`config.mk`:
```
export PLATFORM = sky130hd
export DESIGN_NAME = uart_mmio
export DESIGN_NICKNAME = d
export VERILOG_FILES = /design/src/rtl/uart_mmio_pkg.sv /design/src/rtl/uart_tx_fifo.sv /design/src/rtl/uart_mmio.sv
export SDC_FILE = /design/constraint.sdc
export NUM_CORES = 1
export LEC_CHECK = 0
export BUFFER_PORTS_ARGS = -buffer_cell sky130_fd_sc_hd__buf_2
export CORE_AREA = 4 4 131 133
export DETAILED_ROUTE_END_ITERATION = 12
export DIE_AREA = 0 0 135 137
export PLACE_DENSITY_LB_ADDON = 0.05
export SYNTH_ARGS = -nofsm -noshare
export SYNTH_HDL_FRONTEND = slang
export SYNTH_HIERARCHICAL = 1
export SYNTH_SLANG_ARGS = --single-unit
```
`constraint.sdc`:
```
create_clock -name clock -period 11.95 [get_ports clock]
set_input_delay 1.195 -clock clock [delete_from_list [all_inputs] [get_ports clock]]
set_output_delay 1.195 -clock clock [all_outputs]
set_load 0.005 [all_outputs]
```
`src/rtl/uart_mmio_pkg.sv`:
```
// rtl/uart_mmio_pkg.sv - register map, LSR bit positions and FSM encodings for uart_mmio
package uart_mmio_pkg;
  localparam logic [63:0] UART_BASE = 64'h0000_0000_1000_0000;

  localparam logic [2:0] UART_THR = 3'd0;
  localparam logic [2:0] UART_RBR = 3'd0;
  localparam logic [2:0] UART_LSR = 3'd5;
  localparam logic [2:0] UART_SCR = 3'd7;

  localparam int LSR_DR   = 0;
  localparam int LSR_THRE = 5;
  localparam int LSR_TEMT = 6;

  localparam logic [7:0] RX_NO_DATA = 8'hFF;

  typedef enum logic [1:0] {RIDLE, RRESP, RWAIT} rd_state_e;
  typedef enum logic [1:0] {WIDLE, WFULL, WRESP, WWAIT} wr_state_e;

  function automatic logic [7:0] lane_byte(input logic [63:0] v, input logic [2:0] off);
    return v[{off, 3'b000} +: 8];
  endfunction
endpackage

```
`src/rtl/uart_tx_fifo.sv`:
```
// rtl/uart_tx_fifo.sv - byte FIFO for the transmit path
// Pointers carry one extra bit so full and empty differ only in the MSB.
module uart_tx_fifo #(
  parameter int DEPTH = 8
) (
  input  logic                   clock,
  input  logic                   reset,
  input  logic                   push,
  input  logic [7:0]             push_data,
  input  logic                   pop,
  output logic [7:0]             pop_data,
  output logic                   full,
  output logic                   empty,
  output logic [$clog2(DEPTH):0] count
);
  localparam int AW = $clog2(DEPTH);

  logic [AW:0] wr_ptr_q, wr_ptr_d;
  logic [AW:0] rd_ptr_q, rd_ptr_d;
  logic [7:0]  mem_q [DEPTH];
  logic [7:0]  mem_d [DEPTH];
  logic        do_push, do_pop;

  assign empty    = (wr_ptr_q == rd_ptr_q);
  assign full     = (wr_ptr_q[AW] != rd_ptr_q[AW]) && (wr_ptr_q[AW-1:0] == rd_ptr_q[AW-1:0]);
  assign count    = wr_ptr_q - rd_ptr_q;
  assign pop_data = mem_q[rd_ptr_q[AW-1:0]];
  assign do_pop   = pop && !empty;
  // A full FIFO still takes a push when the head leaves in the same cycle.
  assign do_push  = push && (!full || do_pop);

  always_comb begin
    mem_d    = mem_q;
    wr_ptr_d = wr_ptr_q;
    rd_ptr_d = rd_ptr_q;
    if (do_push) begin
      mem_d[wr_ptr_q[AW-1:0]] = push_data;
      wr_ptr_d = wr_ptr_q + (AW + 1)'(1);
    end
    if (do_pop) begin
      rd_ptr_d = rd_ptr_q + (AW + 1)'(1);
    end
  end

  always_ff @(posedge clock) begin
    if (reset) begin
      wr_ptr_q <= '0;
      rd_ptr_q <= '0;
    end else begin
      wr_ptr_q <= wr_ptr_d;
      rd_ptr_q <= rd_ptr_d;
    end
    mem_q <= mem_d;
  end
endmodule

```
`src/rtl/uart_mmio.sv`:
```
// rtl/uart_mmio.sv - memory-mapped UART: THR/RBR/LSR/SCR window with one-cycle rok/wok pulses
module uart_mmio
  import uart_mmio_pkg::*;
#(
  parameter logic [63:0] BASE_ADDR = UART_BASE,
  parameter int          TX_DEPTH  = 8,
  parameter int          TX_GAP    = 0,
  parameter int          RX_POLL   = 16
) (
  input  logic        clock,
  input  logic        reset,
  input  logic        ren,
  input  logic [63:0] raddr,
  output logic [63:0] rdata,
  output logic        rok,
  input  logic        wen,
  input  logic [63:0] waddr,
  input  logic [63:0] wdata,
  input  logic [63:0] wmask,
  output logic        wok,
  output logic        hit_r,
  output logic        hit_w,
  output logic        uart_out_valid,
  output logic [7:0]  uart_out_ch,
  output logic        uart_in_valid,
  input  logic [7:0]  uart_in_ch
);
  localparam int CW = $clog2(TX_DEPTH) + 1;
  localparam int GW = (TX_GAP > 0) ? $clog2(TX_GAP + 1) : 1;
  localparam int PW = (RX_POLL > 1) ? $clog2(RX_POLL) : 1;

  rd_state_e   rd_state_q, rd_state_d;
  wr_state_e   wr_state_q, wr_state_d;
  logic [63:0] rdata_q, rdata_d;
  logic [7:0]  wbyte_q, wbyte_d;
  logic [7:0]  scr_q, scr_d;
  logic [7:0]  rx_buf_q, rx_buf_d;
  logic        rx_valid_q, rx_valid_d;
  logic [PW-1:0] poll_q, poll_d;
  logic        in_valid_q, in_valid_d;
  logic [GW-1:0] gap_q, gap_d;
  logic        out_valid_q, out_valid_d;
  logic [7:0]  out_ch_q, out_ch_d;

  logic        tx_push, tx_pop, tx_full, tx_empty, tx_busy;
  logic [7:0]  tx_push_data, tx_head;
  logic [CW-1:0] tx_count;
  logic        rx_pop;
  logic [7:0]  lsr, rd_byte, wr_lane;
  logic [2:0]  wr_off;
  logic        wr_lane_en;

  assign hit_r = (raddr[63:3] == BASE_ADDR[63:3]);
  assign hit_w = (waddr[63:3] == BASE_ADDR[63:3]);

  assign tx_busy = (gap_q != '0);
  assign tx_pop  = !tx_empty && !tx_busy;

  always_comb begin
    lsr           = 8'h00;
    lsr[LSR_DR]   = rx_valid_q;
    lsr[LSR_THRE] = !tx_full;
    lsr[LSR_TEMT] = (tx_count == '0) && !tx_busy;
  end

  uart_tx_fifo #(.DEPTH(TX_DEPTH)) u_tx_fifo (
    .clock     (clock),
    .reset     (reset),
    .push      (tx_push),
    .push_data (tx_push_data),
    .pop       (tx_pop),
    .pop_data  (tx_head),
    .full      (tx_full),
    .empty     (tx_empty),
    .count     (tx_count)
  );

  always_comb begin
    rd_state_d = rd_state_q;
    rdata_d    = '0;
    rx_pop     = 1'b0;
    case (raddr[2:0])
      UART_RBR: rd_byte = rx_valid_q ? rx_buf_q : 8'h00;
      UART_LSR: rd_byte = lsr;
      UART_SCR: rd_byte = scr_q;
      default:  rd_byte = 8'h00;
    endcase
    case (rd_state_q)
      RIDLE: if (ren && hit_r) begin
        rdata_d    = {56'h0, rd_byte} << {raddr[2:0], 3'b000};
        rx_pop     = (raddr[2:0] == UART_RBR) && rx_valid_q;
        rd_state_d = RRESP;
      end
      RRESP:   rd_state_d = RWAIT;
      RWAIT:   if (!ren) rd_state_d = RIDLE;
      default: rd_state_d = RIDLE;
    endcase
  end

  always_comb begin
    wr_off       = waddr[2:0];
    wr_lane      = lane_byte(wdata, wr_off);
    wr_lane_en   = (lane_byte(wmask, wr_off) != 8'h00);
    wr_state_d   = wr_state_q;
    wbyte_d      = wbyte_q;
    scr_d        = scr_q;
    tx_push      = 1'b0;
    tx_push_data = (wr_state_q == WFULL) ? wbyte_q : wr_lane;
    case (wr_state_q)
      WIDLE: if (wen && hit_w) begin
        wr_state_d = WRESP;
        if (wr_lane_en && wr_off == UART_THR) begin
          wbyte_d = wr_lane;
          if (tx_full) wr_state_d = WFULL;
          else         tx_push    = 1'b1;
        end else if (wr_lane_en && wr_off == UART_SCR) begin
          scr_d = wr_lane;
        end
      end
      WFULL: begin
        tx_push = !tx_full || tx_pop;
        if (tx_push) wr_state_d = WRESP;
      end
      WRESP:   wr_state_d = WWAIT;
      WWAIT:   if (!wen) wr_state_d = WIDLE;
      default: wr_state_d = WIDLE;
    endcase
  end

  always_comb begin
    gap_d       = gap_q;
    out_valid_d = 1'b0;
    out_ch_d    = out_ch_q;
    if (tx_pop) begin
      out_valid_d = 1'b1;
      out_ch_d    = tx_head;
      gap_d       = GW'(TX_GAP);
    end else if (tx_busy) begin
      gap_d = gap_q - GW'(1);
    end
  end

  // The pop is applied before the poll sample so a same-cycle capture survives.
  always_comb begin
    rx_valid_d = rx_valid_q;
    rx_buf_d   = rx_buf_q;
    poll_d     = poll_q;
    in_valid_d = 1'b0;
    if (rx_pop) rx_valid_d = 1'b0;
    if (in_valid_q && uart_in_ch != RX_NO_DATA) begin
      rx_valid_d = 1'b1;
      rx_buf_d   = uart_in_ch;
    end
    if (rx_valid_q) begin
      poll_d = '0;
    end else if (poll_q == PW'(RX_POLL - 1)) begin
      poll_d     = '0;
      in_valid_d = 1'b1;
    end else begin
      poll_d = poll_q + PW'(1);
    end
  end

  always_ff @(posedge clock) begin
    if (reset) begin
      rd_state_q  <= RIDLE;
      wr_state_q  <= WIDLE;
      rdata_q     <= '0;
      wbyte_q     <= '0;
      scr_q       <= '0;
      rx_buf_q    <= '0;
      rx_valid_q  <= 1'b0;
      poll_q      <= '0;
      in_valid_q  <= 1'b0;
      gap_q       <= '0;
      out_valid_q <= 1'b0;
      out_ch_q    <= '0;
    end else begin
      rd_state_q  <= rd_state_d;
      wr_state_q  <= wr_state_d;
      rdata_q     <= rdata_d;
      wbyte_q     <= wbyte_d;
      scr_q       <= scr_d;
      rx_buf_q    <= rx_buf_d;
      rx_valid_q  <= rx_valid_d;
      poll_q      <= poll_d;
      in_valid_q  <= in_valid_d;
      gap_q       <= gap_d;
      out_valid_q <= out_valid_d;
      out_ch_q    <= out_ch_d;
    end
  end

  assign rok            = (rd_state_q == RRESP);
  assign rdata          = rdata_q;
  assign wok            = (wr_state_q == WRESP);
  assign uart_out_valid = out_valid_q;
  assign uart_out_ch    = out_ch_q;
  assign uart_in_valid  = in_valid_q;
endmodule

```
=== After elaboration in Yosys (flattened, before gate mapping) ===
Index checks and enable logic that the tools add are counted.

* Output and inout bits: 78
* Logic and storage cells: 119
* Register bits after elaboration: 180
* Bits of input ports: 268

* Muxes and demuxes: 28
* Add/subtract/negate cells: 5
* Magnitude comparators: 3
* Bitwise logic cells: 6
* Shift operators: 3
* Eq/ne operators: 20
* Reduce and logical (&&, ||, !) cells: 32

{| class="wikitable"
|+ Operator list
! operator !! number
|-
| $shiftx A64 B7 Y8 || 2
|-
| $eq A61 B26 Y1 const B || 2
|-
| $bwmux W64 || 1
|-
| $shl A8 B6 Y64 || 1
|-
| $mux W8 || 5
|-
| $bmux W8 S3 || 1
|-
| $demux W8 S3 || 1
|-
| $pmux W8 S3 || 1
|-
| $mux W2 || 7
|-
| $add A4 B1 Y4 const B || 3
|-
| $logic_and A1 B1 Y1 || 12
|-
| $eq A3 B3 Y1 const B || 3
|-
| $mux W1 || 9
|-
| $reduce_or A3 Y1 || 3
|-
| $ge A4 B4 Y1 const B || 2
|-
| $ne A2 B2 Y1 const B || 4
|-
| $ne A8 B8 Y1 const B || 1
|-
| $not A3 Y4 || 2
|-
| $pmux W2 S4 || 1
|-
| $reduce_bool A8 Y1 || 1
|-
| $eq A2 B2 Y1 const B || 3
|-
| $logic_not A3 Y1 || 2
|-
| $pmux W2 S3 || 1
|-
| $reduce_and A3 Y1 || 2
|-
| other kinds (19) || 27
|}

=== Longest topological paths before layout ===
Gate-level depths: netlist (run 1).

* Word-level depth: 7
* Depth in mapped cells: 14
* Depth with buffers taken out: 11

=== Hierarchy ===
Netlist (run 1), hierarchy kept.

{| class="wikitable"
|+ Modules (own cells, without submodules)
! module !! times used !! seq. area each (um^2) !! area each (um^2) !! cells an instance
|-
| uart_mmio || 1 || 2162.1 || 4398.0 || 402
|-
| uart_tx_fifo || 1 || 2082.0 || 2975.4 || 179
|}

=== Worst setup path before layout (run 1) ===
Ideal clock, no wire load.

* Kind: in2reg
* Start point: input port waddr[8]
* End point: register u_tx_fifo/mem_q[24] in the netlist's numbering (enable)
* Slack: 8053 ps
* Arrival time: 3502 ps
* Stages on the path: 8
* Buffers on the path: 1
* Required time: 11555 ps
* Library setup time: 395 ps
* Cells stage by stage: nor4_2 nand4_2 nor4_4 nand3_1 buf_6 o21ai_1 nand2_1 nor4_1

* Longest elaborated chain between the ends: 5

{| class="wikitable"
|+ Ends and longest elaborated chain
! element !! RTL line !! RTL
|-
| start, declared || uart_mmio.sv:17 || <nowiki>input logic [63:0] waddr,</nowiki>
|-
| $eq A61 B26 Y1 || uart_mmio.sv:54 || <nowiki>assign hit_w = (waddr[63:3] == BASE_ADDR[63:3]);</nowiki>
|-
| $logic_and A1 B1 Y1 || uart_mmio.sv:110 || <nowiki>WIDLE: if (wen && hit_w) begin</nowiki>
|-
| $mux W1 || uart_mmio.sv:110 ||
|-
| $pmux W1 S2 || uart_mmio.sv:109 || <nowiki>case (wr_state_q)</nowiki>
|-
| net tx_push || uart_mmio.sv:45 || <nowiki>logic tx_push, tx_pop, tx_full, tx_empty, tx_busy;</nowiki>
|-
| $logic_and A1 B1 Y1 || uart_tx_fifo.sv:30 || <nowiki>assign do_push = push && (!full || do_pop);</nowiki>
|-
| end signal, assigned || uart_tx_fifo.sv:53 || <nowiki>mem_q <= mem_d;</nowiki>
|-
| end, declared || uart_tx_fifo.sv:20 || <nowiki>logic [7:0] mem_q [DEPTH];</nowiki>
|}

The timed path passes the listed nets, and every way through them passes these cells.
A chain may end at the register's enable or synchronous reset.

=== Final worst setup path (run 1) ===
* Start point: input port waddr[30]
* End point: register u_tx_fifo/mem_q[2] in the netlist's numbering (enable)

The elaborated chain is that of the path after synthesis.

==> results.txt, run 1 <==
----------------------------------------------------
[Setup path]
  Worst EP required ... 12.01 ns
  Cells along the critical path ... buf_2 > nor4b_1 > nand4_1 > nor4_4 > nand3_1 > o21ai_1 > nand3_1 > nor2_1
  Register-to-Register Path Depth ... 10
  CP startpoint ... waddr[30]
  Critical register-to-register path startpoint ... u_tx_fifo/rd_ptr_q[1]$_SDFFE_PP0P_
  Crit path arrival time ... 4.41 ns
  Worst Path Max Fanout ... 9
  Nature of the critical path endpoint ... flip-flop
  Crit path kind ... in2reg
  Most frequent cell on the critical path ... sky130_fd_sc_hd__nand3_1
  Startpoint kind of the worst setup timing path ... primary input
  Endpoint of the most critical register-to-register path ... u_tx_fifo/mem_q[2]$_DFFE_PP_
  Flop-to-flop setup slack ... 7.63 ns
  Cell with the biggest individual delay on the critical path ... sky130_fd_sc_hd__nor2_1
  Largest stage delay, worst path ... 0.75 ns

[Drt]
  Vias ... 5,981
  Drt wl/cell ... 18.4 µm
  DRT Wirelength ... ~21,000 µm
  DRT antenna net count ... 0
  TritonRoute pass-1 iters ... 4
  Residual DRC ... 0
  Via density ... 5.14
  Violation count after the first detailed-routing iteration ... 313

[Global route]
  Initial antenna violation count ... 0
  Total global-route track usage ... 23.2%
  Wire length of the first global-routing pass ... 32,500 µm
  Vias in the first global route ... 6,291
  Remaining global-route overflow ... 0
  Maximum number of pins on one net before global-route repair ... 59

[Place]
  Number of buffer cells added on primary ports ... 305
  Routability Congestion ... 0.911
  Final HPWL DP ... 16,900 µm
  DP Worst Slack ... between 7 and 8 ns

[STA]
  Max-slew violation count ... 0
  Worst-case hold slack ... around 0.43 ns
  RSZ-0062 raised after global routing ... false
  Worst Skew ... 0.00948 ns
  Worst Max-Slew Pin Slew ... 0.997 ns
  Final hold violation count ... 0
  Endpoints failing setup ... 0
  Fmax achieved ... around 230 MHz
  Accumulated negative setup slack ... 0 ns
  Worst Slack Setup Final ... 7.60 ns
  Share of the clock period used by the worst path ... 36.4%
  Period minus WS final ... around 4.3 ns
  Rel. slew slack ... between 30% and 40%

[Layout]
  Fraction of final layout cells sized beyond drive strength 1 ... a little over two fifths
  Layout fillers ... 1,355
  Final core utilization ... just over 60%
  Multi-input combinational cell area ... 3130 µm²
  Synth-to-layout area growth ... 33.9%
  Number of nets in the finished design ... approximately 1.2k
  Register area ... 4240 µm²
  Count of antenna diodes in the layout ... 0

[Synthesis]
  Number of distinct library cell variants in the gate-level netlist after synthesis ... 53
  Number of synthesized register bits ... 180
  Mapped Avg Cell Area ... 12.7 µm²
  Most used DFF post-synth ... sky130_fd_sc_hd__dfxtp_1
  Synthesis warning total ... 6
  Sequential fraction of the synthesis area ... 57.6%
  Syn Inst Count ... between 500 and 600
  Proportion of synthesized flip-flops having asynchronous set or reset ... 0%
  Count of flip-flops with a built-in enable after synthesis ... 64
  Post-Synthesis Cell Area ... around 7400 µm²

[Clock network]
  CTS H-tree depth ... 4
  Number of sinks handled by clock tree synthesis ... 180
  Cts hold-fix bufs ... 0
  Clock-pin transition on the worst setup and hold timing paths ... 0.07 ns
  Number of buffers created by CTS ... 17
  Number of buffers inserted to repair setup after CTS ... 0
  Number of cells upsized or downsized after cts ... 0
  CTS root buffer ... sky130_fd_sc_hd__clkbuf_16
  Largest buffer count on any clock path ... 2
  CTS tree ... done
  Clock Latency Late Sink ... roughly 0.44 ns

[Floorplanning]
  I/O pin total ... 346
  Die height ... 137 µm
  Initial standard-cell utilization of the core ... a little under half
  Area of the die ... 18,500 µm²
  Area of the core region ... 15,800 µm²
  Chip width ... approximately 140 µm
  Number of standard-cell rows in the floorplan ... 46

[Worst hold path]
  Min-delay worst type ... reg2reg
  Cell depth of the worst hold path ... 2
  Sink of the worst hold path ... rdata[0]$_SDFF_PP0_
  Worst Hold Launch ... rx_buf_q[0]$_SDFFE_PP0P_

[Pwr]
  Maximum resistive drop on vdd ... between 0.0001 and 0.00015 V
  Total power density per cell area ... 146 nW/µm²
  LEAKAGE ... 4.35 nW

[Job]
  Max-cap violation count ... 0

[Run status]
  Result of the run ... finished clean

----------------------------------------------------
==> synth_stat cells (14+ instances only) <==
| library cell | number | area share, % |
|---|---|---|
| sky130_fd_sc_hd__mux2_2 | 17 | 2.6 |
| sky130_fd_sc_hd__a21oi_1 | 14 | 0.95 |
| sky130_fd_sc_hd__nor4_1 | 46 | 3.9 |
| sky130_fd_sc_hd__nand4_1 | 14 | 1.2 |
| sky130_fd_sc_hd__inv_1 | 16 | 0.81 |
| sky130_fd_sc_hd__edfxtp_1 | 64 | 26 |
| sky130_fd_sc_hd__mux4_2 | 32 | 9.8 |
| sky130_fd_sc_hd__nand2b_1 | 27 | 2.3 |
| sky130_fd_sc_hd__nor3_1 | 16 | 1.1 |
| sky130_fd_sc_hd__mux2i_1 | 26 | 3.5 |
| sky130_fd_sc_hd__nand2_1 | 50 | 2.5 |
| sky130_fd_sc_hd__nor2_1 | 36 | 1.8 |
| sky130_fd_sc_hd__dfxtp_1 | 116 | 31 |
==> sequential cells by signal, summed over array words and instances (netlist names) <==
register and cells:
gap_q 1, poll_q 4, rd_state_q 2, rdata 64, rx_buf_q 8, rx_valid_q 1
scr_q 8, u_tx_fifo/mem_q 64, u_tx_fifo/rd_ptr_q 4, u_tx_fifo/wr_ptr_q 4, uart_in_valid 1, uart_out_ch 8
uart_out_valid 1, wbyte_q 8, wr_state_q 2
==> critical path, delay by kind of cell <==
kind / cells / cell delay (ns)
buf+inv: 1 / 0.11
simple gates: 6 / 2.50
compound gates: 1 / 0.60
==> cell families after synthesis <==
kind of cell	after synthesis	share of synthesized area [%]
adder cells (fa/ha/maj)	11	1.97
AO/OA/AOI/OAI	38	3.73
other	1	0.0509
AND/OR/NAND/NOR	226	17.1
buffers and inverters	40	2.36
flip-flops	180	57.6
XOR/XNOR	10	1.29
multiplexers	75	15.9
==> report_power, final <==
group	switching, mW	internal, mW	total [mW]
combinational	0.119	0.0953	0.215
clock	0.262	0.280	0.542
sequential	0.0108	0.678	0.688
==> metrics by stage <==
stage | total power [mW] | instance area (µm²) | instances
detailed placement | 0.917 | 9290 | 1132
floorplan | 0.820 | 7540 | 626
CTS | 1.46 | 9880 | 1164
global placement | 0.910 | 9290 | 1132
finish | 1.45 | 9880 | 1164
global route | 1.51 | 9880 | 1164
==> layer usage <==
layer | vias up | routed length [µm] | track usage [%]
met1 | 2812 | 8400 | 27.0
met3 | 33 | 1790 | 6.43
met4 | 0 | 445 | 8.12
li1 | 2848 | - | -
met5 | - | 0 | 0
met2 | 288 | 10800 | 41.1
==> worst max-delay path by stage <==
stage               depth (start not counted)  slack (ns)                       endpoint
floorplan                                   8        8.05  u_tx_fifo/mem_q[24]$_DFFE_PP_
detailed placement                          8        7.17   u_tx_fifo/mem_q[1]$_DFFE_PP_
global route                               10        7.27   u_tx_fifo/mem_q[2]$_DFFE_PP_
global placement                            8        7.23   u_tx_fifo/mem_q[1]$_DFFE_PP_
CTS                                        10        7.58   u_tx_fifo/mem_q[2]$_DFFE_PP_
finish                                      8        7.60   u_tx_fifo/mem_q[2]$_DFFE_PP_
==> cell usage in the layout (no fill, tap or decap), types with 4 or more instances in the layout <==
master and n:
sky130_fd_sc_hd__buf_2 305, sky130_fd_sc_hd__dfxtp_1 116, sky130_fd_sc_hd__a21oi_1 14, sky130_fd_sc_hd__nor4_1 45, sky130_fd_sc_hd__ha_1 10, sky130_fd_sc_hd__nor3_1 16, sky130_fd_sc_hd__nor2_1 36, sky130_fd_sc_hd__nor4_2 4
sky130_fd_sc_hd__conb_1 46, sky130_fd_sc_hd__nand2b_1 27, sky130_fd_sc_hd__clkbuf_16 17, sky130_fd_sc_hd__inv_6 5, sky130_fd_sc_hd__nand4_1 14, sky130_fd_sc_hd__inv_1 16, sky130_fd_sc_hd__o21ai_0 4, sky130_fd_sc_hd__mux2i_1 26
sky130_fd_sc_hd__and2_1 8, sky130_fd_sc_hd__nand2_1 50, sky130_fd_sc_hd__a22oi_1 6, sky130_fd_sc_hd__mux4_2 32, sky130_fd_sc_hd__xnor2_1 5, sky130_fd_sc_hd__mux2_2 17, sky130_fd_sc_hd__buf_4 7, sky130_fd_sc_hd__xor2_1 4
sky130_fd_sc_hd__edfxtp_1 64, sky130_fd_sc_hd__nand3_1 8, sky130_fd_sc_hd__clkinv_8 4
==> final cells by class <==
class	count	area share (%)
inverter	18	0.684
clock inverter	15	1.61
timing repair buffer	312	16.0
clock buffer	17	4.31
tap	216	2.74
multi-input combinational	406	31.7
sequential	180	43.0
(Power assumes the default switching activity.)
==> run 2, diff against run 1 <==
--- a/config.mk
+++ b/config.mk
@@ -6,9 +6,9 @@
 export NUM_CORES = 1
 export LEC_CHECK = 0
 export BUFFER_PORTS_ARGS = -buffer_cell sky130_fd_sc_hd__buf_2
-export CORE_AREA = 4 4 131 133
+export CORE_MARGIN = 4
+export CORE_UTILIZATION = 42
 export DETAILED_ROUTE_END_ITERATION = 12
-export DIE_AREA = 0 0 135 137
 export PLACE_DENSITY_LB_ADDON = 0.05
 export SYNTH_ARGS = -nofsm -noshare
 export SYNTH_HDL_FRONTEND = slang
==> constraint.sdc (replaced) <==
create_clock -name clock -period 3.97 [get_ports clock]
set_input_delay 0.397 -clock clock [delete_from_list [all_inputs] [get_ports clock]]
set_output_delay 0.397 -clock clock [all_outputs]
set_load 0.005 [all_outputs]
==> results.txt, run 2 (same netlist as run 1, synthesis figures left out) <==
----------------------------------------------------
[Run status]
  Result of the run ... finished clean

[Pwr]
  Internal ... between 3 and 4 mW
  Share of power burned in combinational logic ... 15.1%
  Total power density per cell area ... 446 nW/µm²
  Sw Share ... 27.0%
  Maximum resistive drop on vdd ... 0.000326 V
  LEAKAGE ... 4.39 nW
  Sequential share of power ... about 47%
  Switching component of the power ... 1.20 mW
  Post-route total power ... 4.45 mW
  Part of the power in the clock network ... 38.3%

[STA]
  Fmax achieved ... 339 MHz
  Share of the clock period used by the worst path ... 74.4%
  Worst Max-Slew Pin Slew ... 0.614 ns
  RSZ-0062 raised after global routing ... false
  Worst Slack Setup Final ... approximately 1 ns
  Max-slew violation count ... 0
  Endpoints failing setup ... 0
  Worst Skew ... between 0.009 and 0.01 ns
  Final hold violation count ... 0
  Period minus WS final ... 2.95 ns
  Worst-case hold slack ... 0.196 ns
  Rel. slew slack ... 59.1%
  Accumulated negative setup slack ... 0 ns

[Setup path]
  Worst Path Max Fanout ... 11
  Startpoint kind of the worst setup timing path ... flip-flop
  Crit path kind ... reg2reg
  Worst EP required ... 4.09 ns
  Nature of the critical path endpoint ... flip-flop
  Crit path arrival time ... between 3 and 4 ns

[Place]
  Area post-placement ... 9360 µm²
  DP Worst Slack ... around 0.8 ns
  Number of buffer cells added on primary ports ... 305
  Routability Congestion ... 0.955
  Cell total after placement ... about 1.2k
  Final HPWL DP ... 17,300 µm

[Floorplanning]
  Initial standard-cell utilization of the core ... 42.8%
  Die height ... 140 µm
  Area of the die ... 19,700 µm²
  Chip width ... 140 µm
  Area of the core region ... 17,200 µm²
  Number of standard-cell rows in the floorplan ... 48
  I/O pin total ... 346

[Worst hold path]
  Min-delay worst type ... in2reg

[Job]
  Max-cap violation count ... 0

[Clock network]
  CTS tree ... done
  CTS H-tree depth ... 4
  Cts hold-fix bufs ... 0
  Number of buffers inserted to repair setup after CTS ... 0
  Number of buffers created by CTS ... 17
  Clock-pin transition on the worst setup and hold timing paths ... 0.07 ns
  Number of cells upsized or downsized after cts ... 0
  Largest buffer count on any clock path ... 2
  Number of sinks handled by clock tree synthesis ... 180
  CTS root buffer ... sky130_fd_sc_hd__clkbuf_16
  Clock Latency Late Sink ... 0.43 ns

[Global route]
  Initial antenna violation count ... 0
  Remaining global-route overflow ... 0
  Total global-route track usage ... 22.2%
  Vias in the first global route ... between 6k and 7k
  Maximum number of pins on one net before global-route repair ... ~50
  Wire length of the first global-routing pass ... approximately 34,000 µm

[Drt]
  DRT antenna net count ... 0
  Residual DRC ... 0
  Drt wl/cell ... 18.6 µm
  Vias ... 5,990
  DRT Wirelength ... 22,000 µm
  TritonRoute pass-1 iters ... 4
  Via density ... 5.07
  Violation count after the first detailed-routing iteration ... 316

[Layout]
  Multi-input combinational cell area ... 3120 µm²
  Synth-to-layout area growth ... 35.2%
  Number of standard cells in the layout, taps in and fillers out ... approximately 1.2k
  Final core utilization ... 57.9%
  Final std cell area, no fill ... 9970 µm²
  Fraction of final layout cells sized beyond drive strength 1 ... between 40 and 50%
  Highest-count cells in the layout ignoring fill and taps ... 305 x sky130_fd_sc_hd__buf_2, 116 x sky130_fd_sc_hd__dfxtp_1, 64 x sky130_fd_sc_hd__edfxtp_1
  Layout fillers ... 1,515
  Number of nets in the finished design ... 1,223
  Commonest non-fill, non-tap cell in the layout ... sky130_fd_sc_hd__buf_2
  Count of antenna diodes in the layout ... 0
  Register area ... 4240 µm²

----------------------------------------------------
-- run 2: changes by cell type in the layout (fill, tap and decap cells not counted), sizes merged --
cell / change
bufinv: +1
clkinvlp: +2
inv: -1
clkinv: -2
buf: +9
-- run 2: layout make-up --
| cell class | instances | area share, % |
|---|---|---|
| sequential | 180 | 42.6 |
| multi-input combinational | 406 | 31.3 |
| timing repair buffer | 321 | 16.5 |
| clock buffer | 17 | 4.27 |
| tap | 225 | 2.82 |
| clock inverter | 15 | 1.83 |
| inverter | 18 | 0.678 |
-- run 2: critical path, stage by stage, from the launching register on --
cell and delay, ns:
sky130_fd_sc_hd__dfxtp_1 0.30, sky130_fd_sc_hd__buf_4 0.17, sky130_fd_sc_hd__inv_2 0.21, sky130_fd_sc_hd__ha_1 0.31
sky130_fd_sc_hd__nand3_1 0.12, sky130_fd_sc_hd__nor2_1 0.04, sky130_fd_sc_hd__or2_2 0.41, sky130_fd_sc_hd__clkinv_1 0.09
sky130_fd_sc_hd__o21ai_0 0.07, sky130_fd_sc_hd__o21ai_1 0.29, sky130_fd_sc_hd__nand3_1 0.22, sky130_fd_sc_hd__nor3_1 0.18
sky130_fd_sc_hd__buf_4 0.23
-- run 2: per-layer routing --
| metal | routed length [µm] | vias up | GRT usage [%] |
|---|---|---|---|
| met3 | 2040 | 16 | 7.58 |
| met2 | 10800 | 258 | 38.1 |
| met1 | 8940 | 2853 | 27.1 |
| li1 | - | 2863 | - |
| met4 | 213 | 0 | 4.79 |
| met5 | 0 | - | 0 |
-- run 2: path summary, 6_finish.rpt --
path | from | to | slack (ns) | cells past startpoint
worst max-delay path | u_tx_fifo/rd_ptr_q[2]$_SDFFE_PP0P_ | u_tx_fifo/mem_q[11]$_DFFE_PP_ | 1.02 | 12
worst min-delay path | raddr[1] | rdata[45]$_SDFF_PP0_ | 0.20 | 2
worst max register to register | u_tx_fifo/rd_ptr_q[2]$_SDFFE_PP0P_ | u_tx_fifo/mem_q[11]$_DFFE_PP_ | 1.02 | 12
worst min register to register | rx_buf_q[0]$_SDFFE_PP0P_ | rdata[0]$_SDFF_PP0_ | 0.44 | 2
-- run 2: power groups by stage --
stage | combinational (mW) | sequential (mW) | clock (mW)
after floorplan | 0.358 | 2.11 | 0
after global placement | 0.656 | 2.11 | 0
after CTS | 0.680 | 2.07 | 1.74
after global routing | 0.748 | 2.08 | 1.82
after detailed placement | 0.677 | 2.11 | 0
final | 0.673 | 2.07 | 1.70
